[src/rtl/vscale_tohost_monitor.sv]
// vscale_tohost_monitor: snoops the dmem write bus for tohost/console writes,
// produces a sticky pass/fail/timeout verdict and buffers console bytes.
module vscale_tohost_monitor #(
    parameter logic [31:0] TOHOST_ADDR  = 32'h00001000,
    parameter logic [31:0] CONSOLE_ADDR = 32'h00001004,
    parameter int unsigned CON_DEPTH    = 4
) (
    input  logic        clk,
    input  logic        reset,
    input  logic        dmem_write,
    input  logic [31:0] dmem_addr,
    input  logic [31:0] dmem_wdata,
    input  logic [63:0] max_cycles,
    output logic        done,
    output logic        pass,
    output logic        timeout,
    output logic [31:0] fail_code,
    output logic [63:0] cycle_count,
    output logic        con_valid,
    output logic [7:0]  con_data,
    input  logic        con_ready,
    output logic        con_overflow
);

    localparam int unsigned PW = $clog2(CON_DEPTH);
    localparam logic [PW:0] FULL_CNT = (PW+1)'(CON_DEPTH);

    typedef enum logic [1:0] {
        ST_RUN,
        ST_PASS,
        ST_FAIL_CODE,
        ST_FAIL_TIMEOUT
    } state_t;

    state_t      state;
    logic [31:0] tohost_q;
    logic        tohost_v;
    logic [31:0] code_q;
    logic [63:0] cyc_q;

    logic [7:0]  mem [CON_DEPTH];
    logic [PW-1:0] wr_ptr;
    logic [PW-1:0] rd_ptr;
    logic [PW:0]   count;

    logic tohost_hit;
    logic con_push;
    logic con_pop;
    logic con_full;
    logic do_push;

    assign tohost_hit = dmem_write && (dmem_addr == TOHOST_ADDR);
    assign con_push   = dmem_write && (dmem_addr == CONSOLE_ADDR);
    assign con_full   = (count == FULL_CNT);
    assign con_valid  = (count != '0);
    assign con_pop    = con_valid && con_ready;
    // A push into a full FIFO only lands if the head leaves on the same edge.
    assign do_push    = con_push && (!con_full || con_pop);
    assign con_data   = mem[rd_ptr];
    assign cycle_count = cyc_q;

    // Capture stage: register the tohost write for one cycle.
    always_ff @(posedge clk) begin
        if (reset) begin
            tohost_q <= '0;
            tohost_v <= 1'b0;
        end else begin
            tohost_v <= tohost_hit;
            if (tohost_hit) begin
                tohost_q <= dmem_wdata;
            end
        end
    end

    // Verdict state machine and cycle counter; terminal states are sticky.
    always_ff @(posedge clk) begin
        if (reset) begin
            state  <= ST_RUN;
            code_q <= '0;
            cyc_q  <= '0;
        end else begin
            case (state)
                ST_RUN: begin
                    if (tohost_v && tohost_q == 32'd1) begin
                        state <= ST_PASS;
                    end else if (tohost_v && tohost_q > 32'd1) begin
                        state  <= ST_FAIL_CODE;
                        code_q <= {1'b0, tohost_q[31:1]};
                    end else if (max_cycles != '0 && cyc_q == max_cycles) begin
                        state <= ST_FAIL_TIMEOUT;
                    end else begin
                        cyc_q <= cyc_q + 64'd1;
                    end
                end
                default: state <= state;
            endcase
        end
    end

    // Registered output decode, one cycle behind the state register.
    always_ff @(posedge clk) begin
        if (reset) begin
            done      <= 1'b0;
            pass      <= 1'b0;
            timeout   <= 1'b0;
            fail_code <= '0;
        end else begin
            done      <= (state != ST_RUN);
            pass      <= (state == ST_PASS);
            timeout   <= (state == ST_FAIL_TIMEOUT);
            fail_code <= (state == ST_FAIL_CODE) ? code_q : '0;
        end
    end

    // Console FIFO: storage, pointers, occupancy and sticky overflow.
    always_ff @(posedge clk) begin
        if (reset) begin
            wr_ptr       <= '0;
            rd_ptr       <= '0;
            count        <= '0;
            con_overflow <= 1'b0;
            for (int unsigned i = 0; i < CON_DEPTH; i++) begin
                mem[i] <= '0;
            end
        end else begin
            if (do_push) begin
                mem[wr_ptr] <= dmem_wdata[7:0];
                wr_ptr      <= wr_ptr + 1'b1;
            end
            if (con_pop) begin
                rd_ptr <= rd_ptr + 1'b1;
            end
            case ({do_push, con_pop})
                2'b10:   count <= count + 1'b1;
                2'b01:   count <= count - 1'b1;
                default: count <= count;
            endcase
            if (con_push && !do_push) begin
                con_overflow <= 1'b1;
            end
        end
    end

endmodule

[config.mk]
export PLATFORM = sky130hd
export DESIGN_NAME = vscale_tohost_monitor
export DESIGN_NICKNAME = d
export VERILOG_FILES = /design/src/rtl/vscale_tohost_monitor.sv
export SDC_FILE = /design/constraint.sdc
export NUM_CORES = 1
export LEC_CHECK = 0
export CORE_MARGIN = 2
export CORE_UTILIZATION = 40
export CTS_CLUSTER_DIAMETER = 80
export DETAILED_ROUTE_END_ITERATION = 10
export GPL_TIMING_DRIVEN = 0
export PLACE_DENSITY = 0.68
export SYNTH_ARGS = -nofsm -noshare
export SYNTH_HDL_FRONTEND = slang
export SYNTH_SLANG_ARGS = --single-unit
[constraint.sdc]
create_clock -name clk -period 3.5 [get_ports clk]
set_input_delay 0.7 -clock clk [delete_from_list [all_inputs] [get_ports clk]]
set_output_delay 0.7 -clock clk [all_outputs]
set_load 0.01 [all_outputs]
==> out/results.tsv <==
metric	value	unit
layer with the highest usage	met2	
multiplexer share of the synthesized area	6.07	%
Netlist cell types	59	
Clock power frac	44.1	%
Seq pwr share	45.5	%
adder-cell share of the synthesized area	0.348	%
flop-to-flop setup slack	360	ps
clock root cell	clkbuf_16	
RSZ-0062 raised after global routing	no	
post-layout util	56.8	%
CTS max path bufs	3	
placed cells	1552	
first-pass GRT wire length	45800	um
largest family of logic cells by synthesized area	simple AND/OR/NAND/NOR gates	
Tcrit/Tclk final	95.6	%
die height	157	um
Critical Path Fanout Max	10	
cts bufs inserted	23	
status	finished, final reports clean	
Non-Filler Instances	1594	
Filler cells	2058	
Worst path top cell family by delay	buffers and inverters	
largest net degree at the start of global routing	14	
Period minus WS final	3350	ps
Worst path slowest cell	nor4_1	
Worst setup SP type	primary input	
die area	24600	um2
pwr dens	419	nW/um2
routed vias/inst	5.41	
FF+latch count, synth	206	
Starting Density	41.1	%
mean area per synthesized cell	9.34	um2
DR WL/cell	19.0	um
Post-Place Setup Slack	-713	ps
worst vdd ir	0.368	mV
Total Power	5410	uW
Yosys warnings	0	
Setup crit end kind	flop	
commonest non-fill, non-tap cell in the layout	clkdlybuf4s50_1	
Synth Area in Simple Gates	26.3	%
xor/xnor share of the synthesized area	6.74	%
dpl hpwl	23300	um
vias in the first global route	8305	
iteration count of the initial detailed-routing pass	5	
DR iter-0 viols	591	
Switching Fraction	22.4	%
hold_buf cts	0	
FFs w/ async S/R, synth	0	%
NumNets Final	1400	
CTS tree	done	
GR Overflow Total	0	
Crit path largest cell delay	450	ps
clk_skew	9.55	ps
detailed-route via count	8627	
Final Max Tran Viols	0	
CP most frequent cell	nand4_1	
Post-synth top flop	dfxtp_1	
GRT Total Usage	24.0	%
Gate power share	10.4	%
Setup TNS	0	ps
syn_nets	1135	
register area share after synthesis	47.5	%
Compound-Gate Fraction of Synth Area	10.0	%
routing usage on met3	4.30	%
Setup CP Type	in -> reg	
H-tree lvl count	1	
leakage	0.00416	uW
crit path cell chain	clkdlybuf4s50_1, xnor2_1, nand4_1, nor4_1, nand4_1, buf_4, o211ai_4, clkbuf_2, buf_2, mux2i_1, nor2_1	
Syn Inst Count	1001	
post-route ant nets	0	
Worst-Margin Slew	803	ps
layout cells sized above 1	6.48	%
Placer Congestion	0.957	
core area	22800	um2
fin worst setup slack	154	ps
worst hold path type	reg -> reg	
Sinks on Clock Net	206	
Routed WL	30300	um
GRT met2 Usage	40.0	%
MaxCap Viol Count	0	
f_max	299	MHz
Worst EP required	3860	ps
number of synthesized flops with an enable pin	32	
setup violators final	0	
Syn-to-layout area delta	38.2	%
die width	157	um
CP Data Arrival Time	3710	ps
PortBufs	238	
Ports	241	
Mapped Area	9350	um2
Skew-Pair Late Insertion Delay	500	ps
relative slew slack	46.0	%
commonest non-fill, non-tap cells in the layout	clkdlybuf4s50_1 (238), dfxtp_1 (174), nand2_1 (103)	
Residual DRC	0	
clk slew on worst S/H paths	60	ps
final hold vios	0	
Buf+Inv Stages, Crit Path	4	
met1 usage	32.5	%
P_int	4200	uW
row cnt	55	
ANT cells	0	
initial antenna violation count	0	
sw power	1210	uW
[cells in the mapped netlist (3+ instances only)]
library cell / count / area share [%]
a21oi_1: 87 / 4.7
a31o_2: 3 / 0.28
and2_1: 67 / 4.5
and3_1: 11 / 0.74
and4_1: 7 / 0.66
buf_1: 3 / 0.12
buf_2: 5 / 0.27
clkbuf_1: 40 / 1.6
dfxtp_1: 174 / 37
edfxtp_1: 32 / 10
inv_1: 18 / 0.72
mux2_2: 6 / 0.72
mux2i_1: 32 / 3.4
mux4_2: 8 / 1.9
nand2_1: 103 / 4.1
nand3_1: 18 / 0.96
nand4_1: 44 / 2.9
nor2_1: 74 / 3.0
nor2b_1: 5 / 0.33
nor3_1: 7 / 0.37
nor3b_1: 3 / 0.24
nor4_1: 38 / 2.5
nor4b_1: 5 / 0.47
o21ai_0: 24 / 1.3
o31ai_1: 24 / 1.9
or2_2: 4 / 0.27
or3_1: 26 / 1.7
or4_1: 26 / 2.1
xnor2_1: 67 / 6.3
xor2_1: 5 / 0.47
[worst paths after layout]
| check | startpoint | to | depth (start not counted) |
|---|---|---|---|
| setup / recovery | max_cycles[8] | cycle_count[1] | 11 |
| hold / removal | code_q[10] | fail_code[10] | 1 |
| setup reg to reg | cycle_count[8] | cycle_count[1] | 10 |
| hold reg to reg | code_q[10] | fail_code[10] | 1 |
[per-layer routing]
layer  part of all wire, %  vias up
met5                     0        -
met2                    47      300
met3                   6.3       47
met4                   1.9        0
met1                    44     4124
li1                      -     4156
[area by class of cell]
class	count	area [um2]	share of cell area (%)
timing repair buffer	240	2400	18.5
tap	313	392	3.03
buffer	51	211	1.64
clock inverter	6	61.3	0.474
multi-input combinational	726	4660	36.0
sequential	206	4440	34.4
clock buffer	34	697	5.39
inverter	18	67.6	0.523
[through the flow]
step                area, um2  hold slack (ps)
CTS                     12900              458
detailed placement      12100              441
finish                  12900              455
global placement        12100              435
global route            12900              471
floorplan                9350              429
[timing repair]
| action | 4_1_cts | 5_1_grt |
|---|---|---|
| buffers inserted | 2 | 0 |
| resized for setup | 3 | 2 |
| pin swaps | 2 | 0 |
| endpoints found under the setup margin | 27 | 12 |
[logic make-up (layout without fill, tap and decap cells)]
| kind of cell | Yosys count | count (layout) |
|---|---|---|
| adders and majority gates | 2 | 2 |
| AOI/OAI and AO/OA | 156 | 156 |
| muxes | 46 | 46 |
| and+or+nand+nor | 449 | 449 |
| buffers and inverters | 69 | 349 |
| xor gates and xnor gates | 72 | 72 |
| other | 1 | 1 |
| DFF | 206 | 206 |
[worst reg2reg max path: stages (launching register included)]
cell and delay (ps):
dfxtp_1 500, xnor2_1 220, nand4_1 190, nor4_1 450, nand4_1 140, buf_4 190
o211ai_4 360, clkbuf_2 340, buf_2 350, mux2i_1 230, nor2_1 50
[state kept, by name, summed over array words and instances, names as in the netlist, named ones only]
signal        cells
con_overflow      1
wr_ptr            2
code_q           31
pass              1
cycle_count      64
rd_ptr            2
done              1
state             2
timeout           1
tohost_q         32
tohost_v          1
count             3
mem              32
fail_code        31
[power by group through the flow]
stage | clock network, uW | registers (uW) | logic [uW]
detailed placement | 0 | 2520 | 558
CTS | 2420 | 2460 | 562
floorplan | 0 | 2510 | 249
finish | 2380 | 2460 | 564
global placement | 0 | 2510 | 552
global route | 2510 | 2470 | 603
Power figures use the tool's default switching activity.
